==> src/rtl/blockram_memu_pkg.sv <==
// blockram_memu_pkg: shared base address, response type and window check for the memu
package blockram_memu_pkg;
  localparam logic [31:0] BASE_ADDR = 32'h1000_0000;
  typedef struct packed {
    logic [31:0] rdata;
    logic        err;
  } rsp_t;
  // word-aligned and inside [base, base + 4*words), widened so the top never wraps
  function automatic logic in_window(input logic [31:0] addr, input logic [31:0] base, input logic [31:0] words);
    logic [33:0] a, lo, hi;
    a  = {2'b00, addr};
    lo = {2'b00, base};
    hi = lo + {words, 2'b00};
    return addr[1:0] == 2'b00 && a >= lo && a < hi;
  endfunction
endpackage

==> src/rtl/blockram_memu_initiator_fifo.sv <==
// memu_rsp_fifo: in-order response queue whose outputs hold the last popped entry when empty
module memu_rsp_fifo
  import blockram_memu_pkg::*;
#(
  parameter int DEPTH = 2,
  localparam int PW = DEPTH > 1 ? $clog2(DEPTH) : 1,
  localparam int CW = $clog2(DEPTH + 1)
) (
  input  logic          clk,
  input  logic          reset,
  input  logic          push,
  input  logic          pop,
  input  rsp_t          din,
  output rsp_t          dout,
  output logic          full,
  output logic          empty,
  output logic [CW-1:0] count
);
  rsp_t mem [DEPTH];
  rsp_t last;
  logic [PW-1:0] rptr, wptr;
  assign full  = count == CW'(DEPTH);
  assign empty = count == '0;
  assign dout  = empty ? last : mem[rptr];
  // storage, pointers and occupancy; simultaneous push and pop leave count unchanged
  always_ff @(posedge clk) begin
    if (reset) begin
      for (int i = 0; i < DEPTH; i++) mem[i] <= '0;
      last  <= '0;
      rptr  <= '0;
      wptr  <= '0;
      count <= '0;
    end else begin
      if (push) begin
        mem[wptr] <= din;
        wptr <= (wptr == PW'(DEPTH - 1)) ? '0 : wptr + 1'b1;
      end
      if (pop) begin
        last <= mem[rptr];
        rptr <= (rptr == PW'(DEPTH - 1)) ? '0 : rptr + 1'b1;
      end
      count <= count + CW'(push) - CW'(pop);
    end
  end
endmodule

==> src/rtl/blockram_memu_initiator.sv <==
// blockram_memu_initiator: core-side requester driving one block-RAM port with in-order responses
module blockram_memu_initiator
  import blockram_memu_pkg::rsp_t;
  import blockram_memu_pkg::in_window;
#(
  parameter logic [31:0] BASE_ADDR = blockram_memu_pkg::BASE_ADDR,
  parameter int unsigned RAM_SIZE  = 16384,
  parameter int          RSP_DEPTH = 2
) (
  input  logic        clk,
  input  logic        reset,
  input  logic        req_valid,
  output logic        req_ready,
  input  logic        req_we,
  input  logic [31:0] req_addr,
  input  logic [3:0]  req_bsel,
  input  logic [31:0] req_wdata,
  output logic        rsp_valid,
  input  logic        rsp_ready,
  output logic [31:0] rsp_rdata,
  output logic        rsp_err,
  output logic        bram_en,
  output logic [3:0]  bram_we,
  output logic [31:0] bram_addr,
  output logic [31:0] bram_di,
  input  logic [31:0] bram_do
);
  localparam int CW = $clog2(RSP_DEPTH + 1);
  logic acc, ok, pop, push, full, empty;
  logic s1_valid, s1_we, s1_err;
  logic [CW-1:0] cnt;
  rsp_t din, dout;
  assign ok        = in_window(req_addr, BASE_ADDR, 32'(RAM_SIZE));
  assign pop       = !empty && rsp_ready;
  assign req_ready = !reset && (int'(cnt) + int'(s1_valid) - int'(pop) < RSP_DEPTH);
  assign acc       = req_valid && req_ready;
  assign bram_en   = acc && ok;
  assign bram_we   = (bram_en && req_we) ? req_bsel : 4'h0;
  assign bram_addr = acc ? {2'b00, req_addr[31:2]} : 32'h0;
  assign bram_di   = acc ? req_wdata : 32'h0;
  assign push      = s1_valid && !full;
  assign din       = {(!s1_we && !s1_err) ? bram_do : 32'h0, s1_err};
  assign rsp_valid = !empty;
  assign rsp_rdata = dout.rdata;
  assign rsp_err   = dout.err;
  // stage 1 tracks the request whose RAM data arrives this cycle
  always_ff @(posedge clk) begin
    if (reset) begin
      s1_valid <= 1'b0;
      s1_we    <= 1'b0;
      s1_err   <= 1'b0;
    end else begin
      s1_valid <= acc;
      s1_we    <= req_we;
      s1_err   <= !ok;
    end
  end
  memu_rsp_fifo #(.DEPTH(RSP_DEPTH)) u_fifo (
    .clk(clk), .reset(reset), .push(push), .pop(pop), .din(din),
    .dout(dout), .full(full), .empty(empty), .count(cnt)
  );
endmodule

==> config.mk <==
export PLATFORM = sky130hd
export DESIGN_NAME = blockram_memu_initiator
export DESIGN_NICKNAME = d
export VERILOG_FILES = /design/src/rtl/blockram_memu_pkg.sv /design/src/rtl/blockram_memu_initiator_fifo.sv /design/src/rtl/blockram_memu_initiator.sv
export SDC_FILE = /design/constraint.sdc
export NUM_CORES = 1
export LEC_CHECK = 0
export BUFFER_PORTS_ARGS = -buffer_cell sky130_fd_sc_hd__buf_4
export CORE_UTILIZATION = 45
export CTS_CLUSTER_DIAMETER = 100
export DETAILED_ROUTE_END_ITERATION = 8
export PLACE_DENSITY = 0.86
export SYNTH_ARGS = -nofsm -noshare
export SYNTH_HDL_FRONTEND = slang
export SYNTH_HIERARCHICAL = 1
export SYNTH_SLANG_ARGS = --single-unit
export TNS_END_PERCENT = 20
==> constraint.sdc <==
create_clock -name clk -period 2.9 [get_ports clk]
set_input_delay 0.29 -clock clk [delete_from_list [all_inputs] [get_ports clk]]
set_output_delay 0.29 -clock clk [all_outputs]
set_load 0.01 [all_outputs]
[Yosys cells after proc, flatten, opt, wreduce, memory -nomap -nowiden]
Memories as Yosys holds them, arrays and structs flattened. A register that Yosys moved wholly into a read port is not among the register bits.
Cells that the tools add are included.
Cells by class
  reduce and logical (&&, ||, !) cells: 18
  $lt $le $gt $ge: 3
  eq/ne operators: 1
  muxes and demuxes: 17
  add/subtract/negate cells: 6
Operators by type and width (count)
  33-bit two-way mux: 2
  32-bit two-way mux: 2
  33-bit OR reduction: 1
  32-bit by 29-bit greater-or-equal comparator with 1-bit output, second input constant: 1
  32-bit by 29-bit < comparator with 1-bit output, second input constant: 1
  30-bit two-way mux: 1
  1-bit two-way mux: 11
  1-bit logical AND: 9
  1-bit zero test: 6
  2-bit zero test: 2
  4-bit by 3-bit < comparator with 1-bit output, second input constant: 1
  4-bit two-way mux: 1
  3-bit by 1-bit subtractor with 4-bit output: 1
  2-bit by 1-bit adder with 3-bit output: 1
  1-bit adder, second input constant: 2
  2-bit by 1-bit adder with 2-bit output: 1
  2-bit == test, second input constant: 1
  2-bit by 1-bit subtractor with 2-bit output: 1
Storage, ports and cells
  memories: 1
  register bits: 40
  output and inout bits: 104
  RAM bits: 66
  word-level logic and storage cells: 54
Memories
  u_fifo.mem: words 2, bits a word 33, rd ports 1, clocked after Yosys merged registers in 1, write ports 2, line blockram_memu_initiator_fifo.sv:19  | rsp_t mem [DEPTH];

[Depth between registers and ports, before layout]
  depth in word-level cells: 10
  depth in mapped cells: 14

[Cells and area by module]
The synthesis kept the hierarchy.
Modules (own cells, without submodules)
  memu_rsp_fifo: area each 4583.1 um^2, cells each 425, times used 1
  blockram_memu_initiator: area each 1157.4 um^2, cells each 151, times used 1

[Worst setup path after synthesis]
OpenSTA, ideal clock, no wires.
  kind: reg-to-output
  from: reg u_fifo.count[1]
  to: out bram_we[0]
  buffers on the path: 5
  stages on the path, launching flop included: 15
  required time: 2.610 ns
  path slack: -0.354 ns
  data arrival time: 2.964 ns
  path through: dfxtp_1 buf_6 or2_1 buf_6 buf_6 inv_1 and2b_1 nor2b_1 o21ai_0 fa_1 xnor2_1 a32oi_2 buf_6 buf_6 nor4_1
Between the ends
  cells in the longest elaborated chain, start to end: 10
  elaborated cells between the ends (all ways): 11
  classes of those cells: add/sub (2); order compare (1); mux (1); reduce/logical (7)
RTL lines
  from (decl): line blockram_memu_initiator_fifo.sv:17  | output logic [CW-1:0] count
  from (signal assigned): line blockram_memu_initiator_fifo.sv:42  | count <= count + CW'(push) - CW'(pop);
  2-bit zero test: line blockram_memu_initiator_fifo.sv:23  | assign empty = count == '0;
  named net empty: line blockram_memu_initiator.sv:29  | logic acc, ok, pop, push, full, empty;
  1-bit zero test: line blockram_memu_initiator.sv:34  | assign pop = !empty && rsp_ready;
  1-bit logical AND: line blockram_memu_initiator.sv:34
  named net pop: line blockram_memu_initiator.sv:29
  3-bit by 1-bit subtractor with 4-bit output: line blockram_memu_initiator.sv:35  | assign req_ready = !reset && (int'(cnt) + int'(s1_valid) - int'(pop) < RSP_DEPTH);
  4-bit by 3-bit < comparator with 1-bit output: line blockram_memu_initiator.sv:35
  1-bit logical AND: line blockram_memu_initiator.sv:35
  1-bit logical AND: line blockram_memu_initiator.sv:36  | assign acc = req_valid && req_ready;
  1-bit logical AND: line blockram_memu_initiator.sv:37  | assign bram_en = acc && ok;
  1-bit logical AND: line blockram_memu_initiator.sv:38  | assign bram_we = (bram_en && req_we) ? req_bsel : 4'h0;
  4-bit two-way mux: line blockram_memu_initiator.sv:38
  to (decl): line blockram_memu_initiator.sv:23  | output logic [3:0] bram_we,
The timed path passes the listed nets, and every way through them passes these cells.

[Worst setup path after layout]
  from: reg u_fifo.count[1]
  to: out bram_addr[15]
Between the ends
  cells in the longest elaborated chain, start to end: 8
  elaborated cells between the ends (all ways): 9
  classes of those cells: add/sub (2); order compare (1); mux (1); reduce/logical (5)
RTL lines
  2-bit zero test: line blockram_memu_initiator_fifo.sv:23
  named net empty: line blockram_memu_initiator.sv:29
  1-bit zero test: line blockram_memu_initiator.sv:34
  1-bit logical AND: line blockram_memu_initiator.sv:34
  named net pop: line blockram_memu_initiator.sv:29
  3-bit by 1-bit subtractor with 4-bit output: line blockram_memu_initiator.sv:35
  4-bit by 3-bit < comparator with 1-bit output: line blockram_memu_initiator.sv:35
  1-bit logical AND: line blockram_memu_initiator.sv:35
  1-bit logical AND: line blockram_memu_initiator.sv:36
  30-bit two-way mux: line blockram_memu_initiator.sv:39  | assign bram_addr = acc ? {2'b00, req_addr[31:2]} : 32'h0;
  to (decl): line blockram_memu_initiator.sv:24  | output logic [31:0] bram_addr,
The timed path passes the listed nets, and every way through them passes these cells.

==> qor.csv <==
metric,value,unit
timing.final.crit_share,107.9,%
layout.cells.most_common,buf_4,
num_antenna_cells,0,
clockRootBuffer,clkbuf_16,
cts_tree,yes,
met1_length,5999,µm
p_sw,2.303,mW
required,2.61,ns
vias_per_cell,5.346,
cts_max_level,3,
p_sw_share,35.61,%
numCtsBuffers,9,
multiInputGateArea,2698,µm²
drt-initial-drc-count,375,
fin_nets,860,
yosys.area.top_type,edfxtp_1,
tns,-12.81,ns
portBuffers,206,
fp-row-count,40,
ios,209,
first_pass_iters,5,
final_cell_mix,"buf_4, nor2_1, edfxtp_1",
power.leakage,3.441,nW
skew,0.01212,ns
clk_latency,0.35,ns
dieWidth,114.9,µm
gp_congestion,0.8214,
fin_ws,-0.2295,ns
ant_nets,0,
seq_area_frac_synth,48.82,%
yosys_warnings,6,
comb_power_share,46.4,%
drive_above_1_share,34.13,%
violations,negative setup slack,
grt_pass1_vias,5025,
ys_seq_elements,107,
intPower,4.163,mW
end_kind,output port,
drv_slew,0,
fillers,905,
syn_area,5741,µm²
worst-path-max-fanout,69,
grt_usage,23.59,%
wl_met2,8111,µm
crit_chain,or2_4 > inv_4 > and2b_2 > nor2b_1 > o21ai_1 > fa_2 > xnor2_2 > a32oi_4 > buf_12 > and3b_1 > buf_6,
grt_pass1_wl,24290,µm
min_path_type,input port to flop,
post-place-ws,0.1207,ns
grt_overflow,0,
arrival,2.84,ns
synth_area_leaders,"edfxtp_1, dfxtp_1, and3b_1",
cts.sinks,107,
min_period,3.129,ns
synth_compound_area_share,7.977,%
worst_pin_slew,1.084,ns
routedWlPerCell,16.74,µm
max-vdd-ir-drop,0.4761,mV
chipHeight,114.9,µm
synth_top_area_share,34.52,%
status,"complete, but fails checks",
synth_cell_types,38,
synthMuxAreaShare,5.754,%
hold_buffers,0,
clock_path_buffers,2,
top_layer,met4,
clkTransAtPathRegs,0.07,ns
dpl.hpwl,10080,µm
synthAdderAreaFrac,1.003,%
critPathTopFamily,simple AND/OR/NAND/NOR gates,
syn2layout_area_growth,38.84,%
core,12210,µm²
fmax,0.3195,GHz
slowest_stage,fa_2,
start_util,47.01,%
die-area,13210,µm²
crit_buf_inv,3,
rsz0062_at_grt,yes,
setup_viol,68,
synth-xor-area-share,0.6975,%
wl_met3,849,µm
drc_errors,0,
placed_cells,908,
avgSynthCellArea,9.966,µm²
yosys.area_share.simple,29.60,%
vias,4940,
grt_max_degree,70,
synth_cells,576,
layoutNonFillerInstCount,924,
powerDensity,811.2,nW/µm²
power_frac_seq,33.5,%
wl,15470,µm
synth_top_family_by_area,simple AND/OR/NAND/NOR gates,
hold_violations,0,
crit_type,flop to output port,
antenna_found_initial,0,
regArea,2808,µm²
maxSlewHeadroom,27.63,%
clock_power_share,20.1,%
start_kind,flop,
critPathMaxStageDelay,0.36,ns
maxCapViolCount,0,
flip-flops by register name, summed over array words and instances (netlist names), named ones only:
signal,count
s1_we,1
u_fifo/last,33
u_fifo/rptr,1
u_fifo/count,2
s1_valid,1
u_fifo/mem,66
s1_err,1
u_fifo/wptr,1
logic make-up (layout without fill, tap and decap cells):
kind of cell | after synthesis | in the layout
and+or+nand+nor | 292 | 292
AOI/OAI and AO/OA | 71 | 71
muxes | 33 | 33
adders and majority gates | 4 | 4
DFF | 107 | 107
buffers and inverters | 65 | 244
other | 1 | 2
xor gates and xnor gates | 3 | 3
power groups by stage:
stage / combinational [mW] / sequential, mW / clock [mW]
after global routing: 3.24 / 2.20 / 1.38
after floorplan: 1.87 / 2.11 / 0
after CTS: 2.99 / 2.16 / 1.32
after global placement: 2.75 / 2.16 / 0
after detailed placement: 2.85 / 2.19 / 0
final: 3.00 / 2.16 / 1.30
worst paths after layout:
path	end	depth (start not counted)	slack, ns	from
setup / recovery	bram_addr[15]	11	-0.23	u_fifo/count[1]
hold / removal	s1_we	2	0.20	req_we
setup reg to reg	s1_valid	10	0.61	u_fifo/count[1]
hold reg to reg	u_fifo/last[25]	2	0.49	u_fifo/last[25]
stage by stage:
| stage | hold WS, ns | util [%] | instance area (µm²) | power, mW |
|---|---|---|---|---|
| after floorplan | 0.3616 | - | 5849 | 3.988 |
| after global placement | 0.4682 | 60.71 | 7413 | 4.912 |
| after detailed placement | 0.4781 | 60.71 | 7413 | 5.042 |
| after CTS | 0.1984 | 65.27 | 7970 | 6.470 |
| after global routing | 0.2191 | 65.27 | 7970 | 6.809 |
| final | 0.2014 | 65.27 | 7970 | 6.466 |
synthesized netlist by cell type:
cell	number
conb_1	1
a21oi_2	1
nand2b_1	37
or2_1	1
nand4_1	1
nor4b_2	1
buf_2	7
o21a_1	1
ha_1	3
nand2_1	1
and2_1	32
a21oi_1	33
buf_6	9
a32oi_2	1
clkbuf_2	5
nor4b_1	1
fa_1	1
clkbuf_1	32
buf_8	1
nor3_1	33
nor2_1	104
nor2b_1	6
dfxtp_1	41
and2b_1	1
buf_1	1
xnor2_1	2
buf_4	3
and3b_1	62
edfxtp_1	66
nor3b_4	1
o21ai_0	1
xnor3_1	1
or4_1	1
a211oi_1	34
nand3_1	4
nor4_1	6
inv_1	7
mux2i_1	33
area by class of cell:
type,count,share of cell area [%]
clock buffers,9,2.826
clock inverters,7,1.209
inverters,7,0.3611
multi-input cells,405,33.85
flip-flops and latches,107,35.23
well taps,168,2.637
repair buffers,221,23.89
repair_timing:
item                                    CTS  global route
pin swaps                                 1             1
resized for setup                        63             0
endpoints found under the setup margin   68            68
setup buffers                             0             0
metal layers:
layer,vias to the layer above,global-route usage (%)
met3,53,4.955
li1,2368,-
met2,205,42.57
met4,0,9.524
met5,-,0
met1,2314,27.20
No activity file was read; power rests on OpenSTA's default activity.
